===== src/rtl/mem_port_pkg.sv =====
// Shared types and helpers for mem_port_master: FSM encoding, response FIFO depth, byte merge.
package mem_port_pkg;

   typedef enum logic [1:0] {
      StIdle  = 2'd0,
      StRmwRd = 2'd1,
      StRmwWr = 2'd2
   } state_e;

   localparam int unsigned FifoDepth = 2;
   localparam int unsigned CountW    = $clog2(FifoDepth + 1);

   // Picks the new byte where its strobe is set, otherwise keeps the old memory byte.
   function automatic logic [7:0] merge_byte(input logic [7:0] new_byte,
                                             input logic [7:0] old_byte,
                                             input logic       en);
      return en ? new_byte : old_byte;
   endfunction

endpackage


===== src/rtl/resp_fifo.sv =====
// Two-entry in-order response FIFO; push and pop may happen together, also when full.
module resp_fifo
   import mem_port_pkg::*;
#(
   parameter int unsigned WIDTH = 32
) (
   input  logic              clk,
   input  logic              rst,
   input  logic              push,
   input  logic              pop,
   input  logic [WIDTH-1:0]  wdata,
   output logic [WIDTH-1:0]  rdata,
   output logic [CountW-1:0] count
);

   logic [WIDTH-1:0]  data_q [FifoDepth];
   logic              wr_ptr_q, rd_ptr_q;
   logic [CountW-1:0] count_q;
   logic              do_push, do_pop;

   assign do_pop  = pop && (count_q != '0);
   assign do_push = push && ((32'(count_q) < FifoDepth) || do_pop);

   always_ff @(posedge clk) begin
      if (rst) begin
         wr_ptr_q <= 1'b0;
         rd_ptr_q <= 1'b0;
         count_q  <= '0;
      end else begin
         if (do_push) wr_ptr_q <= wr_ptr_q + 1'b1;
         if (do_pop)  rd_ptr_q <= rd_ptr_q + 1'b1;
         case ({do_push, do_pop})
            2'b10:   count_q <= count_q + 1'b1;
            2'b01:   count_q <= count_q - 1'b1;
            default: count_q <= count_q;
         endcase
      end
   end

   always_ff @(posedge clk) begin
      if (do_push) data_q[wr_ptr_q] <= wdata;
   end

   assign rdata = data_q[rd_ptr_q];
   assign count = count_q;

endmodule


===== src/rtl/mem_port_master.sv =====
// Request/response front end for a 1-cycle synchronous RAM port with posted writes.
// Define MEM_PORT_BYTE_EN_EN to enable byte writes via read-modify-write.
module mem_port_master
   import mem_port_pkg::*;
#(
   parameter int unsigned D_WIDTH = 32,
   parameter int unsigned A_WIDTH = 12
) (
   input  logic                 clk,
   input  logic                 rst,
   input  logic                 req_valid,
   output logic                 req_ready,
   input  logic                 req_wr,
   input  logic [A_WIDTH-1:0]   req_addr,
   input  logic [D_WIDTH-1:0]   req_wdata,
   input  logic [D_WIDTH/8-1:0] req_strb,
   output logic                 resp_valid,
   input  logic                 resp_ready,
   output logic [D_WIDTH-1:0]   resp_rdata,
   output logic [A_WIDTH-1:0]   mem_addr,
   output logic [D_WIDTH-1:0]   mem_wdata,
   output logic                 mem_wr,
   input  logic [D_WIDTH-1:0]   mem_rdata
);

   localparam int unsigned NBytes = D_WIDTH / 8;

   logic               fire, rd_fire, wr_fire, idle;
   logic               read_pending_q;
   logic [CountW-1:0]  fifo_count;
   logic [CountW:0]    inflight;
   logic [D_WIDTH-1:0] fifo_rdata;
   logic               fifo_empty, push, pop;
   logic               mem_wr_c;
   logic [A_WIDTH-1:0] mem_addr_c;
   logic [D_WIDTH-1:0] mem_wdata_c;

   assign fire    = req_valid && req_ready;
   assign rd_fire = fire && !req_wr;
   assign wr_fire = fire && req_wr;

   // Each queued or in-flight read owns a FIFO slot, so a response can never be dropped.
   assign inflight  = {1'b0, fifo_count} + (CountW + 1)'(read_pending_q);
   assign req_ready = !rst && idle && (32'(inflight) < FifoDepth);

   always_ff @(posedge clk) begin
      if (rst) read_pending_q <= 1'b0;
      else     read_pending_q <= rd_fire;
   end

`ifdef MEM_PORT_BYTE_EN_EN
   state_e             state_q, state_d;
   logic [A_WIDTH-1:0] addr_q;
   logic [D_WIDTH-1:0] wdata_q;
   logic [NBytes-1:0]  strb_q;
   logic [D_WIDTH-1:0] merged;

   assign idle = (state_q == StIdle);

   always_ff @(posedge clk) begin
      if (rst) state_q <= StIdle;
      else     state_q <= state_d;
   end

   always_ff @(posedge clk) begin
      if (wr_fire) begin
         addr_q  <= req_addr;
         wdata_q <= req_wdata;
         strb_q  <= req_strb;
      end
   end

   always_comb begin
      merged = '0;
      for (int i = 0; i < NBytes; i++) begin
         merged[8*i +: 8] = merge_byte(wdata_q[8*i +: 8], mem_rdata[8*i +: 8], strb_q[i]);
      end
   end

   always_comb begin
      state_d     = state_q;
      mem_wr_c    = 1'b0;
      mem_addr_c  = '0;
      mem_wdata_c = '0;
      case (state_q)
         StIdle: begin
            if (rd_fire) begin
               mem_addr_c = req_addr;
            end else if (wr_fire) begin
               if (&req_strb) begin
                  mem_wr_c    = 1'b1;
                  mem_addr_c  = req_addr;
                  mem_wdata_c = req_wdata;
               end else if (|req_strb) begin
                  mem_addr_c = req_addr;
                  state_d    = StRmwRd;
               end
            end
         end
         StRmwRd: begin
            mem_wr_c    = 1'b1;
            mem_addr_c  = addr_q;
            mem_wdata_c = merged;
            state_d     = StRmwWr;
         end
         // RAM read data is undefined right after a write; hold off new requests one cycle.
         StRmwWr: state_d = StIdle;
         default: state_d = StIdle;
      endcase
   end
`else
   logic unused_strb;

   assign unused_strb = ^req_strb;
   assign idle        = 1'b1;

   always_comb begin
      mem_wr_c    = wr_fire;
      mem_addr_c  = fire ? req_addr : '0;
      mem_wdata_c = wr_fire ? req_wdata : '0;
   end
`endif

   assign mem_wr    = mem_wr_c && !rst;
   assign mem_addr  = rst ? '0 : mem_addr_c;
   assign mem_wdata = rst ? '0 : mem_wdata_c;

   // Bypass RAM data straight out when nothing is queued ahead; otherwise queue it.
   assign fifo_empty = (fifo_count == '0);
   assign pop        = !rst && !fifo_empty && resp_ready;
   assign push       = !rst && read_pending_q && !(fifo_empty && resp_ready);
   assign resp_valid = !rst && (!fifo_empty || read_pending_q);
   assign resp_rdata = !fifo_empty ? fifo_rdata : (read_pending_q ? mem_rdata : '0);

   resp_fifo #(
      .WIDTH (D_WIDTH)
   ) u_resp_fifo (
      .clk   (clk),
      .rst   (rst),
      .push  (push),
      .pop   (pop),
      .wdata (mem_rdata),
      .rdata (fifo_rdata),
      .count (fifo_count)
   );

endmodule


===== config.mk =====
export PLATFORM = sky130hd
export DESIGN_NAME = mem_port_master
export DESIGN_NICKNAME = d
export VERILOG_FILES = /design/src/rtl/mem_port_pkg.sv /design/src/rtl/resp_fifo.sv /design/src/rtl/mem_port_master.sv
export SDC_FILE = /design/constraint.sdc
export NUM_CORES = 1
export LEC_CHECK = 0
export BUFFER_PORTS_ARGS = -buffer_cell sky130_fd_sc_hd__buf_2
export CAP_MARGIN = 5
export CORE_ASPECT_RATIO = 1.75
export CORE_MARGIN = 1.5
export CORE_UTILIZATION = 45
export DETAILED_ROUTE_END_ITERATION = 12
export MAX_ROUTING_LAYER = met4
export PLACE_DENSITY = 0.79
export REMOVE_ABC_BUFFERS = 1
export SLEW_MARGIN = 0
export SYNTH_ARGS = -nofsm -noshare
export SYNTH_HDL_FRONTEND = slang
export SYNTH_SLANG_ARGS = --single-unit

===== constraint.sdc =====
create_clock -name clk -period 4.02 [get_ports clk]
set_clock_uncertainty 0.1 [all_clocks]
set_input_delay 0.603 -clock clk [delete_from_list [all_inputs] [get_ports clk]]
set_output_delay 0.603 -clock clk [all_outputs]
set_load 0.05 [all_outputs]

After elaboration in Yosys (flattened, before gate mapping)
Memory sizes are Yosys's and may differ from the RTL's. A register that Yosys moved wholly into a read port is not among the register bits.
Cells that the tools add are included.
- $add $sub $neg: 5
- order comparisons: 2
- equality and inequality tests: 2
- muxes and demuxes: 11
- reduce and logical (&&, ||, !) cells: 22
- operators with widths (kind ; number):
    two-way mux 32 bit ; 4
    two-way mux 12 bit ; 2
    logical AND 1 bit ; 13
    zero test 1 bit ; 4
    two-way mux 1 bit ; 4
    case mux 2 bit (2 select lines) ; 1
    nonzero test 2 bit ; 2
    adder 2 x 1 -> 3 bit ; 1
    less-than comparator 3 x 2 -> 1 bit, second input constant ; 1
    adder 1 bit, second input constant ; 2
    adder 2 x 1 -> 2 bit, second input constant ; 1
    equality test 2 x 1 -> 1 bit, second input constant ; 1
    equality test 2 bit, second input constant ; 1
    zero test 2 bit ; 1
    logical OR 1 bit ; 2
    less-than comparator 2 bit, second input constant ; 1
    subtractor 2 x 1 -> 2 bit, second input constant ; 1
- flip-flop bits (word level): 5
- RAM bits: 64
- bits of input ports: 85
- output and inout port bits: 79
- logic and storage cells: 47
- memories: 1
- memories (memory ; depth ; width ; read ports ; clocked after memory_dff ; write ports ; line ; source):
    u_resp_fifo.data_q ; 2 ; 32 ; 1 ; 1 ; 1 ; resp_fifo.sv:16 ; logic [WIDTH-1:0] data_q [FifoDepth];

Depth between registers and ports, before layout
Gate-level depths: netlist of the first run.
- depth after elaboration: 9
- gate-level depth with buffers: 7
- mapped depth without buffers: 6

By module
A second synthesis of the first run with hierarchy kept.
- cells, all modules: 301
- area total of the unflattened synthesis: 3487.1 µm²
- by module, submodules not included (module ; times used ; cells an instance ; area each (µm²) ; sequential area each (µm²)):
    resp_fifo ; 1 ; 124 ; 2521.2 ; 2021.9
    mem_port_master ; 1 ; 177 ; 965.9 ; 20.0

Worst setup path before layout of the first run
No wires, ideal clock.
- kind: input to register
- from: in rst
- to: mem u_resp_fifo.data_q[0][0] (enable)
- setup time: 0.421 ns
- data arrival time: 2.578 ns
- required time: 3.499 ns
- slack: 0.921 ns
- cell stages on the path: 3
- buffers on the path: 1
- cells stage by stage: clkbuf_1 a2111o_1 nor2_1
- word-level cells in the longest chain between the ends: 8
- elaborated cells between the ends (all ways): 10
- those cells by class: mux (2); reduce/logical (8)
- RTL lines (what ; line ; source):
    start: declaration ; mem_port_master.sv:10 ; input logic rst,
    zero test 1 bit (*) ; mem_port_master.sv:130, mem_port_master.sv:131 ;
    logical AND 1 bit (2 in series) ; mem_port_master.sv:130 ; assign pop = !rst && !fifo_empty && resp_ready;
    logical AND 1 bit ; resp_fifo.sv:21 ; assign do_pop = pop && (count_q != '0);
    logical OR 1 bit ; resp_fifo.sv:22 ; assign do_push = push && ((32'(count_q) < FifoDepth) || do_pop);
    logical AND 1 bit (*) ; resp_fifo.sv:22 ;
    two-way mux 1 bit (*) ; resp_fifo.sv:41 ; if (do_push) data_q[wr_ptr_q] <= wdata;
    two-way mux 1 bit (implied by the code) (*) ; resp_fifo.sv:41 ;
    end: declaration ; resp_fifo.sv:16 ;
Mark *: on every way between the ends. The rest lies on a longest branch, timed or not.

Worst setup path in the final report of the first run
- from: reg u_resp_fifo.count_q[1], in the netlist u_resp_fifo.count[1]
- to: out resp_rdata[18]
- word-level cells in the longest chain between the ends: 2
- RTL lines (what ; line ; source):
    start: declaration ; resp_fifo.sv:18 ; logic [CountW-1:0] count_q;
    start signal: assignment ; resp_fifo.sv:33 ; 2'b10: count_q <= count_q + 1'b1;
    start signal: assignment ; resp_fifo.sv:34 ; 2'b01: count_q <= count_q - 1'b1;
    start signal: assignment ; resp_fifo.sv:35 ; default: count_q <= count_q;
    zero test 2 bit ; mem_port_master.sv:129 ; assign fifo_empty = (fifo_count == '0);
    two-way mux 32 bit ; mem_port_master.sv:133 ; assign resp_rdata = !fifo_empty ? fifo_rdata : (read_pending_q ? mem_rdata : '0);
    end: declaration ; mem_port_master.sv:19 ; output logic [D_WIDTH-1:0] resp_rdata,
No other way between the ends.

==> impl_metrics.json, run 1 <==
{
  "drtIter0Drc": 249,
  "synth_top_cell_by_area": "edfxtp_1",
  "netlist.area_leader.share_pct": 59.81,
  "cts_setup_buffers": 0,
  "drc": 0,
  "crit_type": "flop to primary output",
  "grt_max_degree": 44,
  "rsz0062_at_grt": "false",
  "rows": 40,
  "setup_viol": 0,
  "cp.required_ns": 3.32,
  "cts.clk_slew.worst_paths_ns": 0.05,
  "portBuffers": 159,
  "maxSlewViolCount": 0,
  "power.density_nw_per_um2": 424.5,
  "cts_resized": 0,
  "hold_viol": 0,
  "coreArea_sq_um": 6907,
  "dp.cells": 485,
  "vias": 2580,
  "status": "completed",
  "cts_buffers": 9,
  "drive_gt1_share_pct": 44.36,
  "gp_congestion": 0.8394,
  "die_w_microns": 66.88,
  "synth.area.top_cells": "edfxtp_1 (60%), mux2i_1 (10%), and2_1 (6.0%)",
  "ir_worst_vdd_v": 0.0002494,
  "cap_violations": 0,
  "critical-path-top-delay-family": "simple AND/OR/NAND/NOR gates",
  "fin_crit_sh_pct": 74.71,
  "period_minus_slack_ns": 3.003,
  "wl_per_cell_microns": 15.22,
  "grt_use_total_pct": 21.32,
  "cts.path.max_buffers": 2,
  "synth-seq-cells": 70,
  "clk_latency_ns": 0.33,
  "area_delta_synth_final_pct": 37.27,
  "synth_flop_cell": "edfxtp_1",
  "syn_area_sq_um": 3213,
  "cts.sinks": 70,
  "h-tree-depth": 3,
  "slowest_stage": "nor2_4",
  "ys_seq_area_share_pct": 63.55,
  "first_pass_iters": 4,
  "cp.arrival_ns": 2.30,
  "ys.warnings.count": 0,
  "maxSlewHeadroom_pct": 33.80,
  "crit_fanout": 43,
  "synth_area_per_cell_sq_um": 12.50,
  "grt_overflow_total": 0,
  "dp_hpwl_microns": 5461,
  "p_leak_nw": 1.915,
  "hold_buffers": 0,
  "fin_nets": 498,
  "ys_types": 23,
  "min_path_type": "input pin to flop",
  "routed_wl_microns": 7686,
  "start_kind": "flop",
  "final.fill_count": 544,
  "setup-tns-final_ns": 0,
  "end_kind": "primary output",
  "fp.dieArea_sq_um": 7676,
  "layout_commonest_cell": "buf_2",
  "grt_pass1_vias": 2456,
  "final_cell_mix": "buf_2 (159), edfxtp_1 (64), o21ai_0 (34), mux2i_1 (33), nand3_1 (32)",
  "async_flop_share_pct": 0,
  "syn_inst": 257,
  "synth-edff-count": 64,
  "ant_nets": 0,
  "slowest_delay_ns": 0.67,
  "cts_tree": "done",
  "die_h_microns": 114.8,
  "stdcell_count": 505,
  "critical_path_buf_inv_count": 2,
  "viasPerCell": 5.109,
  "grt_pass1_wl_microns": 11380,
  "floorplan.initialDensity_pct": 46.52,
  "crit_chain": "nor2_4, buf_4, nand3_1, o21ai_0, buf_2",
  "ios": 164,
  "antenna_found_initial": 3,
  "tightest_slew_ns": 0.9930,
  "fmax_mhz": 333.0,
  "cts-root-buf": "clkbuf_16"
}
==> registers in the layout, summed over array words and instances, names as in the netlist, named ones only <==
signal / count
read_pending_q: 1
u_resp_fifo.count: 2
u_resp_fifo.data_q: 64
u_resp_fifo.rd_ptr_q: 1
u_resp_fifo.wr_ptr_q: 1
==> final cells by class <==
class / count / area [sq um] / share of cell area [%]
Antenna cell: 4 / 10.01 / 0.2270
Clock buffer: 14 / 284.0 / 6.440
Tap cell: 84 / 105.1 / 2.383
Inverter: 2 / 7.507 / 0.1702
Clock inverter: 2 / 37.54 / 0.8511
Multi-Input combinational cell: 164 / 1082 / 24.54
Timing Repair Buffer: 165 / 840.8 / 19.06
Sequential cell: 70 / 2043 / 46.33
==> cells by family (layout without fill, tap and decap cells) <==
group,Yosys count,after routing,share of synthesized area (%)
AND/OR/NAND/NOR,89,89,15.46
flip-flops,70,70,63.55
AO/OA/AOI/OAI,38,38,6.347
multiplexers,33,33,10.28
buffers and inverters,23,183,3.154
XOR/XNOR,3,3,0.8179
adder cells (fa/ha/maj),1,1,0.3893
other,0,4,0
==> metrics by stage <==
stage          hold WS (ns)  cell area, sq um  power (mW)  util [%]  setup WS (ns)
4_1_cts              0.3364              4400       1.883     63.71          1.011
3_3_place_gp         0.3697              4079       1.073     59.06          1.264
2_1_floorplan        0.3502              3119      0.9826         -        0.01083
5_1_grt              0.3605              4410       1.932     63.86         0.8393
3_5_place_dp         0.3954              4079       1.077     59.06          1.248
6_report             0.3427              4410       1.872     63.86          1.017
==> cells in the mapped netlist (2+ instances only) <==
cell type	instances
edfxtp_1	64
o21ai_0	34
dfxtp_1	6
mux2i_1	33
and3_1	13
xor2_1	2
clkbuf_1	14
and2_1	31
nand3_1	32
nor2_1	8
buf_2	6
a21oi_1	2
inv_1	2
==> where the power goes <==
part	switching, mW	total (mW)	internal (mW)
logic	0.179	0.252	0.0730
registers	0.00756	0.810	0.802
clock network	0.263	0.810	0.547
==> path summary, 6_finish.rpt <==
| kind | startpoint | end | slack [ns] | cells after the start |
|---|---|---|---|---|
| min reg2reg | u_resp_fifo.wr_ptr_q | u_resp_fifo.wr_ptr_q | 0.40 | 1 |
| max | u_resp_fifo.count[1] | resp_rdata[18] | 1.02 | 5 |
| min | req_wr | read_pending_q | 0.34 | 2 |
| max reg2reg | u_resp_fifo.count[0] | u_resp_fifo.data_q[0][5] | 1.57 | 4 |
==> per-layer routing <==
metal,share of wire [%],up-vias,wire length [microns],global-route usage (%)
met5,0,-,0,-
met4,2.4,0,187,10.48
met3,7.7,11,594,4.697
met2,51,141,3938,34.60
met1,39,1165,2966,24.64
li1,-,1263,-,-
==> worst reg2reg max path: stages, from the launching register on <==
cell and delay [ns]:
dfxtp_1 0.48, nor2_4 0.22, a2111o_1 0.55, nor2_2 0.32, buf_4 0.42
Power figures use the tool's default switching activity.
==> run 2, diff against run 1 <==
--- a/config.mk
+++ b/config.mk
@@ -9,10 +9,10 @@
 export CAP_MARGIN = 5
 export CORE_ASPECT_RATIO = 1.75
 export CORE_MARGIN = 1.5
-export CORE_UTILIZATION = 45
+export CORE_UTILIZATION = 41
 export DETAILED_ROUTE_END_ITERATION = 12
 export MAX_ROUTING_LAYER = met4
-export PLACE_DENSITY = 0.79
+export PLACE_DENSITY = 0.76
 export REMOVE_ABC_BUFFERS = 1
 export SLEW_MARGIN = 0
 export SYNTH_ARGS = -nofsm -noshare
==> constraint.sdc (replaced) <==
create_clock -name clk -period 2.75 [get_ports clk]
set_clock_uncertainty 0.1 [all_clocks]
set_input_delay 0.4125 -clock clk [delete_from_list [all_inputs] [get_ports clk]]
set_output_delay 0.4125 -clock clk [all_outputs]
set_load 0.05 [all_outputs]
==> run 2 against run 1 <==
Count of clock-buffer cells in the layout fell by 1; clock power grew 28%; largest power group unchanged; sequential share of layout area is 0.62 points lower; die area increased by 9.4%.
==> impl_metrics.json, run 2 (same netlist as run 1, synthesis figures left out) <==
{
  "area_delta_synth_final_pct": 39.14,
  "p_leak_nw": 1.937,
  "cap_violations": 0,
  "portBuffers": 159,
  "gp_congestion": 0.8350,
  "cts_setup_buffers": 0,
  "coreArea_sq_um": 7567,
  "setup_viol": 0,
  "rsz0062_at_grt": "false",
  "cts_tree": "done",
  "dp.cells": 494,
  "crit_type": "flop to primary output",
  "dp_hpwl_microns": 5729,
  "cts_resized": 0,
  "drtIter0Drc": 276,
  "ir_worst_vdd_v": 0.0003119,
  "fin_crit_sh_pct": 89.67,
  "layout_commonest_cell": "buf_2",
  "grt_max_degree": 34,
  "top_register": "u_resp_fifo.data_q",
  "status": "completed",
  "clk_latency_ns": 0.32,
  "min_path_type": "input pin to flop",
  "power.density_nw_per_um2": 580.9,
  "hold_buffers": 0,
  "cp.required_ns": 2.24,
  "antenna_found_initial": 0,
  "die_h_microns": 120.1,
  "stdcell_count": 511,
  "crit_fanout": 24,
  "fin_area_sq_um": 4471,
  "rows": 42,
  "end_kind": "primary output",
  "largest_reg_flops": 64,
  "first_pass_iters": 4,
  "holdWs_ns": 0.1562,
  "routed_wl_microns": 7618,
  "start_kind": "flop",
  "grt_pass1_vias": 2418,
  "die_w_microns": 69.92,
  "cts_buffers": 9,
  "cts.path.max_buffers": 2,
  "vias": 2565,
  "grt_pass1_wl_microns": 11760,
  "cts.sinks": 70,
  "maxSlewViolCount": 0,
  "place_area_sq_um": 4189,
  "grt_use_total_pct": 18.89,
  "ant_nets": 0,
  "cts.clk_slew.worst_paths_ns": 0.05,
  "h-tree-depth": 3,
  "drc": 0,
  "period_minus_slack_ns": 2.466,
  "hold_viol": 0,
  "tightest_slew_ns": 0.4661,
  "maxSlewHeadroom_pct": 68.85,
  "drive_gt1_share_pct": 44.79,
  "final_cell_mix": "buf_2 (156), edfxtp_1 (64), o21ai_0 (34), mux2i_1 (33), nand3_1 (32)",
  "final.fill_count": 614,
  "setup-tns-final_ns": 0,
  "final_util_pct": 59.08,
  "floorplan.initialDensity_pct": 42.46,
  "ios": 164,
  "cp.arrival_ns": 1.95,
  "grt_overflow_total": 0,
  "fin_nets": 503,
  "viasPerCell": 5.020,
  "fmax_mhz": 405.5,
  "multi_input_area_sq_um": 1092,
  "register_area_sq_um": 2043,
  "fp.dieArea_sq_um": 8398,
  "wl_per_cell_microns": 14.91,
  "cts-root-buf": "clkbuf_16"
}
==> run 2: worst max-delay path, cell delays in order (launching register included) <==
cell and delay, ns:
dfxtp_1 0.38, nor2_4 0.40, buf_4 0.33, nand3_1 0.10
o21ai_0 0.10, buf_2 0.32
==> run 2: cell type report <==
type	instances	area share, %
Sequential cell	70	45.70
Multi-Input combinational cell	164	24.43
Timing Repair Buffer	170	20.93
Clock buffer	13	5.821
Tap cell	88	2.463
Clock inverter	3	0.4198
Inverter	2	0.1679
Antenna cell	1	0.05598
==> run 2: metrics by stage <==
stage	total power, mW	setup WS, ns
after floorplan	1.436	-1.069
after global placement	1.578	0.5171
after detailed placement	1.584	0.4874
after CTS	2.623	0.2579
after global routing	2.690	0.1025
final	2.597	0.2841
==> run 2: final timing paths <==
path	start	end	cells past startpoint	slack, ns
setup reg to reg	u_resp_fifo.count[0]	u_resp_fifo.count[1]	5	0.52
hold reg to reg	u_resp_fifo.rd_ptr_q	flop	2	0.41
setup / recovery	u_resp_fifo.count[0]	resp_rdata[5]	5	0.28
hold / removal	req_wr	read_pending_q	2	0.16
==> run 2: metal layers <==
layer | global-route usage, % | vias up | part of all wire, % | wire [microns]
met5 | - | - | 0 | 0
met4 | 8.534 | 0 | 1.3 | 102
met3 | 2.687 | 7 | 8.6 | 657
met2 | 31.31 | 142 | 52 | 3971
met1 | 22.84 | 1146 | 38 | 2887
li1 | - | 1270 | - | -
==> run 2: where the power goes <==
group	leakage, nW	internal (mW)	total [mW]	switching, mW
clock	0.140	0.657	1.04	0.379
sequential	0.626	1.17	1.18	0.00767
combinational	1.17	0.114	0.381	0.267
==> run 3, diff against run 2 <==
--- a/config.mk
+++ b/config.mk
@@ -10,9 +10,11 @@
 export CORE_ASPECT_RATIO = 1.75
 export CORE_MARGIN = 1.5
 export CORE_UTILIZATION = 41
+export CTS_CLUSTER_DIAMETER = 80
 export DETAILED_ROUTE_END_ITERATION = 12
 export MAX_ROUTING_LAYER = met4
-export PLACE_DENSITY = 0.76
+export PLACE_DENSITY = 0.78
+export RECOVER_POWER = 100
 export REMOVE_ABC_BUFFERS = 1
 export SLEW_MARGIN = 0
 export SYNTH_ARGS = -nofsm -noshare
==> run 3 against run 2 <==
Global-route usage grew 0.47 points; via count grew 1.5%; register-to-register slack lost 0.22 ns; core utilization shrank 1.7 points; maximum frequency shrank 5.2%; die area is the same; total power shrank 2.3%; sequential power is essentially flat; highest routed layer unchanged.
==> impl_metrics.json, run 3 (same netlist as run 1, synthesis figures left out) <==
{
  "clk_latency_ns": 0.32,
  "rows": 42,
  "status": "completed",
  "fin_nets": 503,
  "met2_usage_pct": 34.58,
  "cts_setup_buffers": 0,
  "cap_violations": 0,
  "period_minus_slack_ns": 2.601,
  "maxSlewHeadroom_pct": 42.68,
  "floorplan.initialDensity_pct": 42.46,
  "final_util_pct": 57.42,
  "cts_buffers": 9,
  "wl_per_cell_microns": 15.83,
  "dp_hpwl_microns": 5880,
  "power.density_nw_per_um2": 583.8,
  "hold_buffers": 0,
  "tightest_slew_ns": 0.8598,
  "die_w_microns": 69.92,
  "cts.sinks": 70,
  "grt_use_total_pct": 19.36,
  "hp-start": "req_wr",
  "crit_chain": "nor2_4, buf_4, nand3_1, o21ai_0, buf_2",
  "busiest_layer": "met2",
  "final_cell_mix": "clkbuf_2 (71), edfxtp_1 (64), buf_2 (55), clkbuf_1 (40), o21ai_0 (34)",
  "critical_path_buf_inv_count": 2,
  "portBuffers": 159,
  "crit_fanout": 43,
  "drive_gt1_share_pct": 34.83,
  "fmax_mhz": 384.5,
  "h-tree-depth": 3,
  "fp.dieArea_sq_um": 8398,
  "fin_crit_sh_pct": 94.57,
  "drc": 0,
  "grt_pass1_wl_microns": 11940,
  "cts-root-buf": "clkbuf_16",
  "ant_nets": 0,
  "gp_congestion": 0.9406,
  "r2r-start": "u_resp_fifo.count[0]",
  "slowest_stage": "dfxtp_1",
  "cp.arrival_ns": 2.09,
  "cp.required_ns": 2.24,
  "ios": 164,
  "largest_reg_flops": 64,
  "coreArea_sq_um": 7567,
  "grt_overflow_total": 0,
  "top_register": "u_resp_fifo.data_q",
  "crit_type": "flop to primary output",
  "rsz0062_at_grt": "false",
  "fin_area_sq_um": 4345,
  "maxSlewViolCount": 0,
  "p_leak_nw": 1.753,
  "area_delta_synth_final_pct": 35.24,
  "antenna_found_initial": 0,
  "min_path_type": "input pin to flop",
  "start_kind": "flop",
  "cts_tree": "done",
  "viasPerCell": 5.106,
  "cts.path.max_buffers": 2,
  "setup_viol": 0,
  "cts_resized": 0,
  "antenna-diode-count": 0,
  "layout_commonest_cell": "clkbuf_2",
  "drtIter0Drc": 180,
  "grt.met3_usage_pct": 3.862,
  "place_area_sq_um": 4167,
  "critical-path-top-delay-family": "buffers and inverters",
  "grt_max_degree": 44,
  "grt_pass1_vias": 2524,
  "first_pass_iters": 4,
  "ir_worst_vdd_v": 0.0003162,
  "die_h_microns": 120.1,
  "hold_viol": 0,
  "slowest_delay_ns": 0.41,
  "vias": 2604,
  "routed_wl_microns": 8074,
  "end_kind": "primary output",
  "grtUsageMet1_pct": 20.25,
  "holdWs_ns": 0.1642,
  "critPathLaunch": "u_resp_fifo.count[0]",
  "cts.clk_slew.worst_paths_ns": 0.05
}
==> run 3: power breakdown <==
group / internal (mW) / total, mW / switching, mW / leakage [nW]
registers: 1.17 / 1.18 / 0.00757 / 0.625
clock network: 0.606 / 0.980 / 0.374 / 0.122
logic: 0.102 / 0.376 / 0.273 / 1.01
==> run 3: path summary, 6_finish.rpt <==
check | slack, ns | depth (start not counted) | endpoint
worst min register to register | 0.41 | 2 | u_resp_fifo.rd_ptr_q
worst min-delay path | 0.16 | 2 | read_pending_q
worst max-delay path | 0.15 | 5 | resp_rdata[22]
worst max register to register | 0.30 | 4 | u_resp_fifo.data_q[0][23]
==> run 3: final cells by class <==
| class | count | area, sq um |
|---|---|---|
| Inverter | 2 | 7.507 |
| Clock buffer | 14 | 244.0 |
| Fill cell | 641 | 3222 |
| Tap cell | 88 | 110.1 |
| Timing Repair Buffer | 169 | 847.1 |
| Clock inverter | 2 | 8.758 |
| Sequential cell | 70 | 2042 |
| Multi-Input combinational cell | 165 | 1086 |
==> run 3: metrics by stage <==
step / worst slack, ns / power, mW / TNS (ns) / instances
2_1_floorplan: -1.069 / 1.436 / -109.99 / 236
3_3_place_gp: 0.4837 / 1.580 / 0 / 493
3_5_place_dp: 0.4150 / 1.588 / 0 / 493
4_1_cts: 0.08082 / 2.572 / 0 / 509
5_1_grt: 0.01279 / 2.617 / 0 / 510
6_report: 0.1493 / 2.537 / 0 / 510
==> run 3: worst register-to-register path: cells and delay by family (launching register included) <==
| kind | cells | cell delay (ns) |
|---|---|---|
| AOI/OAI and AO/OA | 1 | 0.53 |
| buffers and inverters | 1 | 0.67 |
| DFF | 1 | 0.52 |
| and+or+nand+nor | 2 | 0.25 |
==> run 3: routing by layer <==
metal / routed length, microns / share of wire (%) / vias to the layer above
met5: 0 / 0 / -
met4: 141 / 1.7 / 0
met3: 542 / 6.7 / 10
met2: 4457 / 55 / 132
met1: 2933 / 36 / 1200
li1: - / - / 1262
